<file path="config.mk">
export PLATFORM = sky130hd
export DESIGN_NAME = uart_tx_queue
export DESIGN_NICKNAME = d
export VERILOG_FILES = /design/src/rtl/uart_tx_queue_pkg.sv /design/src/rtl/uart_tx_queue_sync_fifo.sv /design/src/rtl/uart_tx_queue.sv
export SDC_FILE = /design/constraint.sdc
export NUM_CORES = 1
export LEC_CHECK = 0
export CORE_AREA = 10 10 186 144
export DETAILED_ROUTE_END_ITERATION = 8
export DIE_AREA = 0 0 196 154
export GPL_ROUTABILITY_DRIVEN = 0
export PLACE_DENSITY = 0.43
export SYNTH_ARGS = -nofsm -noshare
export SYNTH_HDL_FRONTEND = slang
export SYNTH_SLANG_ARGS = --single-unit
</file>
<file path="constraint.sdc">
create_clock -name ipClk -period 5.13 [get_ports ipClk]
set_input_delay 1.539 -clock ipClk [delete_from_list [all_inputs] [get_ports ipClk]]
set_output_delay 1.539 -clock ipClk [all_outputs]
set_load 0.01 [all_outputs]
</file>
<file path="src/rtl/uart_tx_queue_pkg.sv">
// Shared UART definitions: byte width and TX handshake state encodings.
// The RX-side blocks import the same package.
package uart_tx_queue_pkg;

    localparam int UART_DATA_WIDTH = 8;

    typedef enum logic [1:0] {
        IDLE      = 2'd0,
        WAIT_FREE = 2'd1,
        SEND      = 2'd2
    } txState_t;

endpackage

</file>
<file path="src/rtl/uart_tx_queue_sync_fifo.sv">
// Synchronous byte FIFO with occupancy count, full/empty status and a sticky
// overflow flag for pushes attempted while full.
module sync_fifo
    import uart_tx_queue_pkg::*;
#(
    parameter int DEPTH_LOG2 = 4,
    parameter int DATA_WIDTH = UART_DATA_WIDTH
) (
    input  logic                  ipClk,
    input  logic                  ipReset,
    input  logic [DATA_WIDTH-1:0] ipWrData,
    input  logic                  ipWrValid,
    output logic                  opWrReady,
    input  logic                  ipRdEn,
    output logic [DATA_WIDTH-1:0] opRdData,
    output logic [DEPTH_LOG2:0]   opCount,
    output logic                  opEmpty,
    output logic                  opOverflow,
    input  logic                  ipClrFlags
);

    localparam int DEPTH = 2 ** DEPTH_LOG2;

    logic [DATA_WIDTH-1:0] mem [DEPTH];
    logic [DEPTH_LOG2-1:0] wrPtr;
    logic [DEPTH_LOG2-1:0] rdPtr;
    logic                  full;
    logic                  doPush;
    logic                  doPop;

    assign full      = (opCount == (DEPTH_LOG2 + 1)'(DEPTH));
    assign opWrReady = !full;
    assign opEmpty   = (opCount == '0);
    assign doPush    = ipWrValid && !full;
    assign doPop     = ipRdEn && !opEmpty;
    assign opRdData  = mem[rdPtr];

    always_ff @(posedge ipClk or posedge ipReset) begin
        if (ipReset) begin
            wrPtr      <= '0;
            rdPtr      <= '0;
            opCount    <= '0;
            opOverflow <= 1'b0;
        end else begin
            if (doPush) wrPtr <= wrPtr + 1'b1;
            if (doPop)  rdPtr <= rdPtr + 1'b1;
            case ({doPush, doPop})
                2'b10:   opCount <= opCount + 1'b1;
                2'b01:   opCount <= opCount - 1'b1;
                default: opCount <= opCount;
            endcase
            // A new overflow in the same cycle as a clear must stay visible.
            if (ipWrValid && full) opOverflow <= 1'b1;
            else if (ipClrFlags)   opOverflow <= 1'b0;
        end
    end

    // Storage is not reset; stale entries are unreachable once pointers clear.
    always_ff @(posedge ipClk) begin
        if (doPush) mem[wrPtr] <= ipWrData;
    end

endmodule

</file>
<file path="src/rtl/uart_tx_queue.sv">
// Byte queue in front of the UART transmitter: buffers producer bytes and runs
// the send/busy handshake per byte, with a watchdog on the busy acknowledge.
module uart_tx_queue
    import uart_tx_queue_pkg::*;
#(
    parameter int DEPTH_LOG2   = 4,
    parameter int DATA_WIDTH   = UART_DATA_WIDTH,
    parameter int SEND_TIMEOUT = 1024
) (
    input  logic                  ipClk,
    input  logic                  ipReset,
    input  logic [DATA_WIDTH-1:0] ipWrData,
    input  logic                  ipWrValid,
    output logic                  opWrReady,
    output logic [DATA_WIDTH-1:0] opTxData,
    output logic                  opTxSend,
    input  logic                  ipTxBusy,
    output logic [DEPTH_LOG2:0]   opCount,
    output logic                  opEmpty,
    output logic                  opOverflow,
    output logic                  opTimeout,
    input  logic                  ipClrFlags
);

    localparam int WD_W = $clog2(SEND_TIMEOUT + 1);

    txState_t              state;
    txState_t              stateNext;
    logic [WD_W-1:0]       watchdog;
    logic [WD_W-1:0]       watchdogNext;
    logic                  wdExpired;
    logic                  fifoPop;
    logic [DATA_WIDTH-1:0] fifoData;
    logic [DATA_WIDTH-1:0] txDataNext;
    logic                  sendNext;
    logic                  timeoutSet;

    sync_fifo #(
        .DEPTH_LOG2 (DEPTH_LOG2),
        .DATA_WIDTH (DATA_WIDTH)
    ) uFifo (
        .ipClk      (ipClk),
        .ipReset    (ipReset),
        .ipWrData   (ipWrData),
        .ipWrValid  (ipWrValid),
        .opWrReady  (opWrReady),
        .ipRdEn     (fifoPop),
        .opRdData   (fifoData),
        .opCount    (opCount),
        .opEmpty    (opEmpty),
        .opOverflow (opOverflow),
        .ipClrFlags (ipClrFlags)
    );

    assign wdExpired = (watchdog == WD_W'(SEND_TIMEOUT - 1));

    always_ff @(posedge ipClk or posedge ipReset) begin
        if (ipReset) begin
            state     <= IDLE;
            opTxSend  <= 1'b0;
            opTxData  <= '0;
            watchdog  <= '0;
            opTimeout <= 1'b0;
        end else begin
            state    <= stateNext;
            opTxSend <= sendNext;
            opTxData <= txDataNext;
            watchdog <= watchdogNext;
            if (timeoutSet)      opTimeout <= 1'b1;
            else if (ipClrFlags) opTimeout <= 1'b0;
        end
    end

    always_comb begin
        stateNext = state;
        case (state)
            IDLE:      if (!opEmpty) stateNext = WAIT_FREE;
            WAIT_FREE: if (!ipTxBusy) stateNext = SEND;
            SEND:      if (ipTxBusy || wdExpired) stateNext = IDLE;
            default:   stateNext = IDLE;
        endcase
    end

    // Send is raised only from WAIT_FREE and held through SEND until busy
    // rises or the watchdog gives up; the byte is dropped on abort.
    always_comb begin
        fifoPop      = (state == IDLE) && !opEmpty;
        txDataNext   = fifoPop ? fifoData : opTxData;
        sendNext     = 1'b0;
        watchdogNext = '0;
        timeoutSet   = 1'b0;
        case (state)
            WAIT_FREE: sendNext = !ipTxBusy;
            SEND: begin
                sendNext     = !ipTxBusy && !wdExpired;
                watchdogNext = watchdog + 1'b1;
                timeoutSet   = !ipTxBusy && wdExpired;
            end
            default: ;
        endcase
    end

endmodule
</file>
==> metrics.yaml <==
status: "finished, final reports clean"
ys_ff_latch: 165
postCtsHoldBufs: 0
first_pass_iters: 4
grt_antenna_before_repair: 0
rr_startpoint: "uFifo.opCount[1]"
cts_setup_buffers: 0
ir_drop_uv: 235
preCtsSetupSlack_ns: 1.21
crit_type: "flip-flop to output pin"
power_density_mw_per_mm2: 554
synth.avg_cell_area_um2: 17.7
syn_nets: 412
place_hpwl_mm: 9.08
drc: 0
cts_tree: "done"
worstHoldStart: "watchdog[0]"
vias_per_cell: 4.69
cts.sinks: 165
r2r.worst_path.cells: 10
layout_min_cycle_time_ns: 3.66
startpoint_type: "flip-flop"
hold_viol_final: 0
wire_per_inst_um: 19.6
fill_cells: 2198
die_h_um: 154
worstHoldPathType: "flip-flop to flip-flop"
die-area_mm2: 0.0302
cp-end-kind: "output pin"
drt_wl_total_mm: 14.4
p_leak_nw: 2.74
fp.dieW_um: 196
row_count: 48
yosysWarnings: 0
cts_buffers: 17
cts_root_buffer: "clkbuf_16"
worstPathArrival_ns: 2.12
r2r_slack_ns: 2.43
finalCritPeriodShare_pct: 71.3
start_util_pct: 29.7
cap_violations: 0
crit_required_ns: 3.59
cp-startpoint: "uFifo.opCount[1]"
area_growth_pct: 17.9
core_area_mm2: 0.0229
worst_slew_pin_slew_ns: 0.895
synthFlopType: "edfxtp_1"
io_buffers: 30
antenna_left: 0
tns_ns: 0
synth_area_mm2: 0.00682
min_path_cells: 1
synth-edff-count: 128
grt_pass1_vias: 3570
reg2reg_to: "uFifo.opCount[4]"
power_w: 0.00445
yosysSeqAreaShare_pct: 70.0
hold_end: "watchdog[0]"
antennaDiodeCount: 0
cts.htree.levels: 4
slew_headroom_pct: 40.1
drive_gt1_share_pct: 17.0
cts_resized: 0
overflow: 0
finalSetupViolCount: 0
rsz0062_at_grt: "no"
cp_max_fo: 9
syn_inst: 385
io_pins: 31
synth_cell_type_count: 43
fin_skew_ns: 0.00924
vias: 3446
async_reset_ff_share_pct: 22.4
clk_pin_slew_worst_paths_ns: 0.07
grt_usage_pct: 9.86
nNetsFinal: 450
fmax_mhz: 273
grt_pass1_wl_mm: 22.1
final.setup.worst_slack_ns: 1.47
clk_latency_ns: 0.42
maxSlewViolCount: 0
drtIter0Drc: 231
clockBufferDepth: 2
grt_max_degree: 38
registers in the layout (all words and copies together) (netlist names):
signal / flops
opTxSend: 1
opTimeout: 1
uFifo.opCount: 5
watchdog: 11
uFifo.wrPtr: 4
state: 2
uFifo.rdPtr: 4
uFifo.mem: 128
uFifo.opOverflow: 1
opTxData: 8
cell usage in the layout, fill, tap and decap left out, types with 3 or more instances in the layout:
cell type,Yosys,routed
mux2_2,12,12
ha_1,14,14
dfrtp_1,37,35
clkbuf_16,0,17
nor2b_1,3,3
nand4_1,5,5
xnor2_1,9,9
nor2_1,22,22
xor2_1,11,11
a21oi_1,10,10
nand2b_1,4,4
bufinv_16,0,3
nand3_1,4,4
clkinv_1,0,4
buf_4,1,8
nor3_1,7,7
clkdlybuf4s50_1,0,30
nand2_1,13,13
inv_1,10,10
mux4_1,13,13
mux4_2,19,19
edfxtp_1,128,128
o21ai_0,5,5
o22ai_1,17,17
cells by family (layout without fill, tap and decap cells):
kind of cell	after synthesis	count (layout)	synth area share [%]
flops	165	165	70.0
simple gates	69	69	5.12
compound gates	44	44	4.35
mux	44	44	13.3
buf+inv	29	79	2.17
xor+xnor	20	20	2.57
fa+ha+maj	14	14	2.57
final cells by class:
cell class,count,area [um2],share of cell area (%)
flip-flops and latches,165,4770,59.4
multi-input cells,191,1900,23.7
clock buffers,17,425,5.29
well taps,300,375,4.67
repair buffers,38,360,4.48
clock inverters,14,160,1.99
inverters,10,37.5,0.467
synthesized netlist by cell type (2+ instances only):
cell type / count / area share [%]
edfxtp_1: 128 / 56
nor3_1: 7 / 0.51
inv_1: 10 / 0.55
nor2_1: 22 / 1.2
xnor2_1: 9 / 1.2
mux4_2: 19 / 6.3
or2_2: 2 / 0.18
buf_1: 4 / 0.22
a22oi_1: 2 / 0.22
nand2_1: 13 / 0.72
mux2_2: 12 / 2.0
o21ai_0: 5 / 0.37
nand4_1: 5 / 0.46
clkbuf_1: 5 / 0.28
nand3_1: 4 / 0.29
nand2b_1: 4 / 0.37
mux4_1: 13 / 5.0
buf_2: 5 / 0.37
ha_1: 14 / 2.6
or3_1: 2 / 0.18
nor2b_1: 3 / 0.28
and3_1: 2 / 0.18
buf_6: 3 / 0.50
dfrtp_1: 37 / 14
xor2_1: 11 / 1.4
o22ai_1: 17 / 1.6
a21oi_1: 10 / 0.73
and2_1: 2 / 0.18
where the power goes:
group | internal, W | switching (W)
Combinational | 0.000648 | 0.000638
Sequential | 0.00166 | 0.000233
Clock | 0.000759 | 0.000515
Total | 0.00306 | 0.00139
worst max-delay path, cell delays in order (launching register included):
cell and delay (ns):
dfrtp_1 0.50, or3_1 0.47, nor3_1 0.16, clkdlybuf4s50_1 0.57
layer usage:
metal  wire length, um  part of all wire, %  global-route usage (%)
met5                 0                    0                       0
met4               223                  1.6                    3.88
met3               487                  3.4                    2.72
met2              6380                   44                    14.0
met1              7290                   51                    13.8
how the worst max path moves through the flow:
stage / endpoint / cells after the start / slack [ns]
finish: opEmpty / 3 / 1.47
global route: opEmpty / 3 / 1.37
detailed placement: uFifo.opCount[4] / 10 / 1.21
CTS: opEmpty / 3 / 1.42
global placement: uFifo.opCount[4] / 10 / 1.19
floorplan: uFifo.opCount[4] / 10 / 1.86
stage by stage:
step	hold slack [ns]	instances	cell area (um2)	utilization (%)
finish	0.453	735	8040	35.0
global placement	0.444	704	7450	32.5
global route	0.486	735	8040	35.0
detailed placement	0.452	704	7450	32.5
CTS	0.461	735	8040	35.0
floorplan	0.424	385	6820	-
No activity file was read; power rests on OpenSTA's default activity.
